===== src/rtl/d_branch_unit.sv =====
// d_branch_unit: decode-stage branch resolver with a 2-bit saturating predictor.
//
// Resolves the branch condition of the D-stage instruction combinationally and
// looks up a per-PC 2-bit counter table (PHT) for the taken prediction.
// Counters train on every non-stalled branch.
//
// Optional feature macro: BRANCH_STATS_EN
//   When defined, adds 32-bit wrapping branch and mispredict counters
//   (br_cnt, miss_cnt). When undefined, those ports and registers are absent.
//
// Ports:
//   clk         sole clock, rising edge
//   reset       asynchronous active-low reset
//   req         branch present in D this cycle
//   stall       D stalled; table and counters hold
//   Rd1, Rd2    forwarded rs / rt operands (WIDTH bits)
//   CmpOp       comparison select
//   pc          PC of the D-stage instruction
//   Flag        resolved branch condition (combinational)
//   pred_taken  predictor output for pc (combinational)
//   mispredict  req & (pred_taken ^ Flag) (combinational)
//   br_cnt      branches retired from D (BRANCH_STATS_EN only)
//   miss_cnt    mispredicted branches (BRANCH_STATS_EN only)

module d_branch_unit #(
  parameter int unsigned WIDTH     = 32,
  parameter int unsigned PHT_DEPTH = 16
) (
  input  logic             clk,
  input  logic             reset,
  input  logic             req,
  input  logic             stall,
  input  logic [WIDTH-1:0] Rd1,
  input  logic [WIDTH-1:0] Rd2,
  input  logic [3:0]       CmpOp,
  input  logic [31:0]      pc,
  output logic             Flag,
  output logic             pred_taken,
  output logic             mispredict
`ifdef BRANCH_STATS_EN
  ,
  output logic [31:0]      br_cnt,
  output logic [31:0]      miss_cnt
`endif
);

  localparam int unsigned IDX_W = $clog2(PHT_DEPTH);

  logic [IDX_W-1:0] idx;
  logic [1:0]       pht [PHT_DEPTH];
  logic [1:0]       cur_ctr;
  logic [1:0]       nxt_ctr;
  logic             upd;
  logic             rd1_neg;
  logic             rd1_zero;
  logic             unused_pc;

  // Only word-aligned index bits select an entry; the rest of pc is ignored.
  assign idx       = pc[IDX_W+1:2];
  assign unused_pc = ^{pc[31:IDX_W+2], pc[1:0]};

  assign rd1_neg  = Rd1[WIDTH-1];
  assign rd1_zero = (Rd1 == '0);

  // Branch condition decode; all ordering comparisons are signed.
  always_comb begin
    Flag = 1'b0;
    case (CmpOp)
      4'd1:    Flag = (Rd1 == Rd2);
      4'd2:    Flag = (Rd1 != Rd2);
      4'd3:    Flag = ~rd1_neg;
      4'd4:    Flag = ~rd1_neg & ~rd1_zero;
      4'd5:    Flag = rd1_neg | rd1_zero;
      4'd6:    Flag = rd1_neg;
      4'd7:    Flag = ($signed(Rd1) <  $signed(Rd2));
      4'd8:    Flag = ($signed(Rd1) >= $signed(Rd2));
      default: Flag = 1'b0;
    endcase
  end

  // Prediction reads the pre-edge table contents.
  assign cur_ctr    = pht[idx];
  assign pred_taken = cur_ctr[1];
  assign mispredict = req & (pred_taken ^ Flag);
  assign upd        = req & ~stall;

  // Saturating counter step toward the resolved outcome.
  always_comb begin
    nxt_ctr = cur_ctr;
    if (Flag) begin
      if (cur_ctr != 2'b11) nxt_ctr = cur_ctr + 2'd1;
    end else begin
      if (cur_ctr != 2'b00) nxt_ctr = cur_ctr - 2'd1;
    end
  end

  // Pattern history table; reset to weakly not-taken.
  always_ff @(posedge clk or negedge reset) begin
    if (!reset) begin
      for (int i = 0; i < int'(PHT_DEPTH); i++) begin
        pht[i] <= 2'b01;
      end
    end else if (upd) begin
      pht[idx] <= nxt_ctr;
    end
  end

`ifdef BRANCH_STATS_EN
  // Branch / mispredict statistics, wrapping at 2^32.
  always_ff @(posedge clk or negedge reset) begin
    if (!reset) begin
      br_cnt   <= 32'd0;
      miss_cnt <= 32'd0;
    end else if (upd) begin
      br_cnt <= br_cnt + 32'd1;
      if (mispredict) miss_cnt <= miss_cnt + 32'd1;
    end
  end
`endif

endmodule


===== config.mk =====
export PLATFORM = sky130hd
export DESIGN_NAME = d_branch_unit
export DESIGN_NICKNAME = d
export VERILOG_FILES = /design/src/rtl/d_branch_unit.sv
export SDC_FILE = /design/constraint.sdc
export NUM_CORES = 1
export LEC_CHECK = 0
export ABC_AREA = 1
export BUFFER_PORTS_ARGS = -buffer_cell sky130_fd_sc_hd__clkbuf_2
export CORE_ASPECT_RATIO = 0.8
export CORE_MARGIN = 4
export CORE_UTILIZATION = 46
export DETAILED_ROUTE_END_ITERATION = 16
export HOLD_SLACK_MARGIN = 0.1
export PLACE_DENSITY = 0.82
export SYNTH_ARGS = -nofsm -noshare
export SYNTH_HDL_FRONTEND = slang
export SYNTH_SLANG_ARGS = --single-unit

===== constraint.sdc =====
create_clock -name clk -period 2.3 [get_ports clk]
set_clock_uncertainty 0.15 [all_clocks]
set_input_delay 0.46 -clock clk [delete_from_list [all_inputs] [get_ports clk]]
set_output_delay 0.46 -clock clk [all_outputs]
set_load 0.005 [all_outputs]

==> results of run 1 <==
area by class of cell:
| cell class | instances | area [µm²] | share of cell area (%) |
|---|---|---|---|
| Timing Repair Buffer | 113 | 724 | 16.8 |
| Clock buffer | 8 | 90.1 | 2.09 |
| Tap cell | 81 | 101 | 2.35 |
| Sequential cell | 32 | 821 | 19.0 |
| Inverter | 82 | 343 | 7.95 |
| Multi-Input combinational cell | 325 | 2230 | 51.8 |
per-layer routing:
metal  GRT usage, %  share of wire [%]  routed length, µm  vias up
li1               -                  -                  -     1609
met1           26.0                 39               3670     1515
met2           38.7                 49               4630      188
met3           3.95                7.1                667       62
met4           5.47                4.6                437        0
met5              0                  0                  0        -
layout by cell type (no fill, tap or decap), types with 3 or more instances in the layout:
master / count
a22oi_2: 3
nand4_1: 4
clkbuf_2: 68
nand2_1: 140
nor2_4: 5
dfrtp_1: 16
nand2_8: 6
a22oi_1: 13
inv_2: 10
inv_1: 63
ha_4: 19
nand3_1: 5
nor2_1: 45
clkbuf_8: 6
inv_4: 5
buf_4: 32
a21oi_2: 9
nand3_2: 5
nand2_2: 32
dfstp_2: 16
buf_6: 9
a21oi_1: 6
nand2_4: 5
ha_1: 13
stage by stage:
| step | hold slack (ns) | TNS, ns | util (%) | cell area, µm² | worst slack (ns) |
|---|---|---|---|---|---|
| 6_report | 0.107 | -3.22 | 71.4 | 4310 | -0.468 |
| 5_1_grt | 0.162 | -6.43 | 71.4 | 4310 | -0.572 |
| 4_1_cts | 0.129 | -0.779 | 66.5 | 4010 | -0.416 |
| 3_5_place_dp | 0.308 | -12.35 | 63.6 | 3840 | -0.546 |
| 3_3_place_gp | 0.307 | -8.59 | 63.6 | 3840 | -0.456 |
| 2_1_floorplan | 0.0144 | -0.0736 | - | 3150 | -0.0736 |
report_power, final:
| group | switching [mW] | total (mW) | internal (mW) |
|---|---|---|---|
| logic | 0.359 | 0.653 | 0.294 |
| registers | 0.0332 | 0.675 | 0.641 |
| clock network | 0.201 | 0.445 | 0.244 |
| total | 0.593 | 1.77 | 1.18 |
cell families after synthesis:
logic type | after synthesis | share of synthesized area, %
AO/OA/AOI/OAI | 39 | 8.47
adder cells (fa/ha/maj) | 32 | 13.8
AND/OR/NAND/NOR | 252 | 37.6
flip-flops | 32 | 28.2
buffers and inverters | 84 | 12.0
worst max-delay path, stage by stage:
cell and delay (ns):
clkbuf_2 0.08, inv_1 0.05, ha_4 0.28, nand2_4 0.05, nor2_4 0.14, nand2_2 0.08, nor3_4 0.21, nand2_2 0.11
buf_4 0.14, nand3_1 0.11, nand2_2 0.09, nand2_4 0.10, o21ai_2 0.05, nor2_1 0.08, buf_2 0.13
worst max path at each step:
stage               slack, ns  startpoint          to
floorplan               -0.07     Rd2[13]  mispredict
global placement        -0.46     Rd2[13]  mispredict
detailed placement      -0.55     Rd2[13]  mispredict
CTS                     -0.42     Rd2[23]  mispredict
global route            -0.57      Rd2[7]  mispredict
finish                  -0.47      Rd2[7]  mispredict
what timing repair did:
| item | in CTS | in global routing |
|---|---|---|
| gates cloned | 0 | 2 |
| setup buffers | 2 | 2 |
| pin swaps | 17 | 8 |
| gates resized for setup | 14 | 60 |
| setup endpoints to repair | 34 | 35 |
==> summary.txt, run 1 <==
Synthesis
  • Syn nets: ~580
  • Post-Syn Instances: approximately 440
  • Top cells by area, synth: nand2_1 (20%), dfstp_2 (14%), dfrtp_1 (14%)
  • Synthesized area: 2910 µm²
  • Average size of a mapped cell: 6.63 µm²
  • Flip-flop and latch count after synthesis: 32
  • Top-count cell post-synth: nand2_1
  • Post-synth EDFFs: 0
  • Top FF cell, synth: dfstp_2
  • Synth top area share: 20.4%
  • Post-synth cell types: 26
  • Area leader, netlist: nand2_1
  • Yosys Warn Count: 0
  • Fraction of registers with async set or reset after synthesis: 100%
  • Sequential area share after synthesis: 28.2%
  • Most instantiated cells after synthesis: nand2_1 (158), inv_1 (77), nor2_1 (47)

GRT
  • Initial antenna violation count: 0
  • First-pass GRT wire length: between 10000 and 15000 µm
  • Vias in the first global route: 3239
  • Largest net degree at the start of global routing: 33
  • Total track usage: 21.3%
  • Total grt overflow: 0

Pwr
  • Max VDD drop: a little over 0.3 mV
  • Total power: ~1.8 mW
  • Lkg Pwr: 2.25 nW
  • P per Cell Area: 411 nW/µm²

CTS
  • # clock sinks: 32
  • H-Tree Depth: 2
  • CTS Buf Count: 5
  • Hold Buf Count CTS: 0
  • Clk slew on worst S/H paths: 0.07 ns
  • Clock buffer depth: 2
  • CTS Root Cell: clkbuf_8
  • TritonCTS clock tree: yes
  • Worst skew pair latency: between 0.2 and 0.3 ns

Layout
  • Most flops, register: pht
  • Antenna fix cells: 0
  • Largest registers: pht (32)
  • NumNets Final: about 700
  • Number of flip-flops in the largest register: 32
  • Non-filler instance count after layout: 641
  • Share of layout cells above drive strength 1: 43.6%
  • Fill count: 432
  • Area Overhead vs Synth: 48.2%

Outcome
  • Violated checks: setup timing
  • Status: finished, violations left

Placed design
  • Placer Congestion: 0.882
  • Port Buf Inserts: 78
  • Dpl hpwl: about 6400 µm
  • Placed cell count: 627

Worst hold path
  • Hold Path Class: input port to asynchronous set/reset pin

Drt
  • DRT iter0 DRCs: about 370
  • Wire per inst: 14.7 µm
  • Wirelength, routed: roughly 9400 µm
  • # DRC: 0
  • DRT antenna net count: 0
  • 1st-pass router iterations: 5
  • Drt via density: 5.26
  • Via count: ~3400

Floorplanning
  • DIE AREA: 7670 µm²
  • Die width: 96.9 µm
  • Die Height: a little under 80 µm
  • Placement Rows: 25
  • I/O pin total: 107
  • Core area: 6040 µm²
  • Initial core utilization: 48.2%

Worst setup path
  • Crit path max fanout: 3
  • R2R Path Start: pht[25]
  • Reg2Reg Depth: 9
  • CP endpoint kind: primary output
  • Required time worst endpoint: 1.69 ns
  • CP Launch Type: input port
  • Worst Path Arrival: ~2.2 ns
  • Reg-to-reg endpoint: pht[24]
  • R2R Setup Slk: 0.34 ns
  • Kind of critical path: input port to primary output

STA
  • RSZ-0062 raised after global routing: yes
  • Fmax: 0.361 GHz
  • Slew Limit Headroom: between 40% and 50%
  • Final Hold Vio Count: 0
  • Slew Viols, Final: 0
  • Worst-Margin Slew: 0.808 ns
  • Min cycle time layout: 2.77 ns
  • Final Cycle Share: 120%
  • Final setup vio count: 34
  • Final worst slack: -0.468 ns

Run
  • Max_cap viols: 0
No activity file was read; power rests on OpenSTA's default activity.
==> inputs of run 2 (changes only) <==
- RECOVER_POWER: not set -> 25
==> run 2 against run 1 <==
The flow finishes with violations (capacitance limit, slew limit, setup timing). Critical endpoint unchanged. Critical path depth is the same. Combinational power is essentially flat. Sequential share of layout area is essentially flat. Highest routed layer unchanged. Worst hold slack gained 0.21 ns. Utilization is essentially flat. Non-clock buffer count is the same. Fmax is the same. Largest cell class unchanged. Cell count is the same. Critical path type unchanged. Register-to-register slack is essentially flat. Total power is essentially flat. Clock power is essentially flat. Wire length is essentially flat.
==> summary.txt, run 2 (same netlist as run 1, synthesis figures left out) <==
STA
  • Setup TNS: -3.22 ns
  • Slew Limit Headroom: -14.5%
  • Worst-Margin Slew: 1.72 ns
  • Final setup vio count: 34
  • Min cycle time layout: 2.77 ns
  • Hold slack: 0.316 ns
  • Final Hold Vio Count: 0
  • Final Cycle Share: 120%
  • Final worst slack: -0.468 ns
  • Fmax: 0.361 GHz
  • RSZ-0062 raised after global routing: yes
  • Slew Viols, Final: 33

Layout
  • Largest registers: pht (32)
  • Most flops, register: pht
  • Most common cell after layout, fill and taps aside: nand2_1
  • Area Overhead vs Synth: 48.2%
  • Antenna fix cells: 0
  • Most frequent cells in the layout: nand2_1 (140), clkbuf_2 (67), inv_1 (63)
  • NumNets Final: between 600 and 700
  • Share of layout cells above drive strength 1: a little over two fifths
  • Non-filler instance count after layout: 641
  • Number of flip-flops in the largest register: 32

Worst setup path
  • Reg2Reg Depth: 9
  • Worst-path cell chain: clkbuf_2 > inv_1 > ha_4 > nand2_4 > nor2_4 > nand2_2 > nor3_4 > nand2_2 > buf_4 > nand3_1 > nand2_2 > nand2_4 > o21ai_2 > nor2_1 > buf_2
  • R2R Path Start: pht[25]
  • Crit path max fanout: 3
  • Reg-to-reg endpoint: pht[24]
  • Worst Path Arrival: 2.16 ns
  • Slowest cell on crit path: ha_4
  • Max incr delay on CP: 0.28 ns
  • Kind of critical path: input port to primary output
  • Required time worst endpoint: 1.69 ns
  • CP bufs+invs: 4
  • CP endpoint kind: primary output
  • R2R Setup Slk: approximately 0.34 ns
  • Most frequent CP cell: nand2_2
  • Crit-path leading delay family: simple AND/OR/NAND/NOR gates
  • CP startpoint: Rd2[7]
  • CP Launch Type: input port

CTS
  • Hold Buf Count CTS: 0
  • Worst skew pair latency: 0.28 ns
  • H-Tree Depth: 2
  • CTS Buf Count: 5
  • # clock sinks: 32
  • CTS Root Cell: clkbuf_8
  • Clk slew on worst S/H paths: 0.06 ns
  • Clock buffer depth: 2
  • TritonCTS clock tree: yes

Pwr
  • Max VDD drop: 0.308 mV
  • Lkg Pwr: ~2.3 nW
  • P per Cell Area: ~410 nW/µm²
  • Total power: 1.77 mW

GRT
  • Total track usage: around a fifth
  • First-pass GRT wire length: 13800 µm
  • Total grt overflow: 0
  • Vias in the first global route: 3239
  • Initial antenna violation count: 0
  • Largest net degree at the start of global routing: 33

Drt
  • Drt via density: 5.27
  • DRT antenna net count: 0
  • DRT iter0 DRCs: 369
  • Wirelength, routed: 9400 µm
  • Via count: about 3400
  • Wire per inst: approximately 15 µm
  • # DRC: 0
  • 1st-pass router iterations: 5

Worst hold path
  • WHS Endpoint: pht[20]
  • Hold path depth: 2
  • Hold path start: pht[20]
  • Hold Path Class: register to register

Placed design
  • Placed cell count: roughly 630
  • Dpl hpwl: 6370 µm
  • Port Buf Inserts: just under 80
  • Placer Congestion: a little under 0.9
  • Dpl ws: -0.546 ns

Floorplanning
  • Die width: 96.9 µm
  • Die Height: between 70 and 80 µm
  • I/O pin total: between 100 and 150
  • Core area: 6040 µm²
  • DIE AREA: around 7700 µm²
  • Initial core utilization: roughly half
  • Placement Rows: 25

Outcome
  • Violated checks: capacitance limit, slew limit, setup timing
  • Status: finished, violations left

Run
  • Max_cap viols: 1
## run 2: worst max-delay path by stage
| stage | slack (ns) | to | depth (start not counted) |
|---|---|---|---|
| CTS | -0.42 | mispredict | 16 |
| finish | -0.47 | mispredict | 15 |
| detailed placement | -0.55 | mispredict | 16 |
| global route | -0.57 | mispredict | 15 |
| global placement | -0.46 | mispredict | 16 |
| floorplan | -0.07 | mispredict | 14 |
## run 2: final cells by class
class / count / area [µm²]
clock buffers: 8 / 90.1
fillers: 431 / 1730
well taps: 81 / 101
multi-input cells: 325 / 2230
inverters: 82 / 343
repair buffers: 113 / 723
flip-flops and latches: 32 / 821
## run 2: where the power goes
group	internal, mW	switching [mW]	total (mW)	leakage (nW)
sequential	0.641	0.0332	0.675	0.389
clock	0.244	0.201	0.445	0.0455
combinational	0.294	0.359	0.653	1.82
## run 2: layer usage
layer  up-vias  part of all wire (%)  global-route usage, %
met5         -                     0                      0
met4         0                   4.6                   5.47
met3        62                   7.1                   3.95
met2       188                    49                   38.7
met1      1516                    39                   26.0
li1       1609                     -                      -
## run 2: through the flow
step	area (µm²)	util (%)
2_1_floorplan	3150	-
3_3_place_gp	3840	63.6
3_5_place_dp	3840	63.6
4_1_cts	4010	66.5
5_1_grt	4310	71.4
6_report	4310	71.4
## run 2: worst min-delay path, delay by kind of cell, from the launching register on
kind | cells | cell delay [ns]
DFF | 1 | 0.37
and+or+nand+nor | 2 | 0.10
## run 2: repair_timing
item | CTS | global route
gates cloned | 0 | 2
resized for setup | 14 | 60
endpoints found under the setup margin | 34 | 35
buffers inserted | 2 | 2
pin swaps | 17 | 8
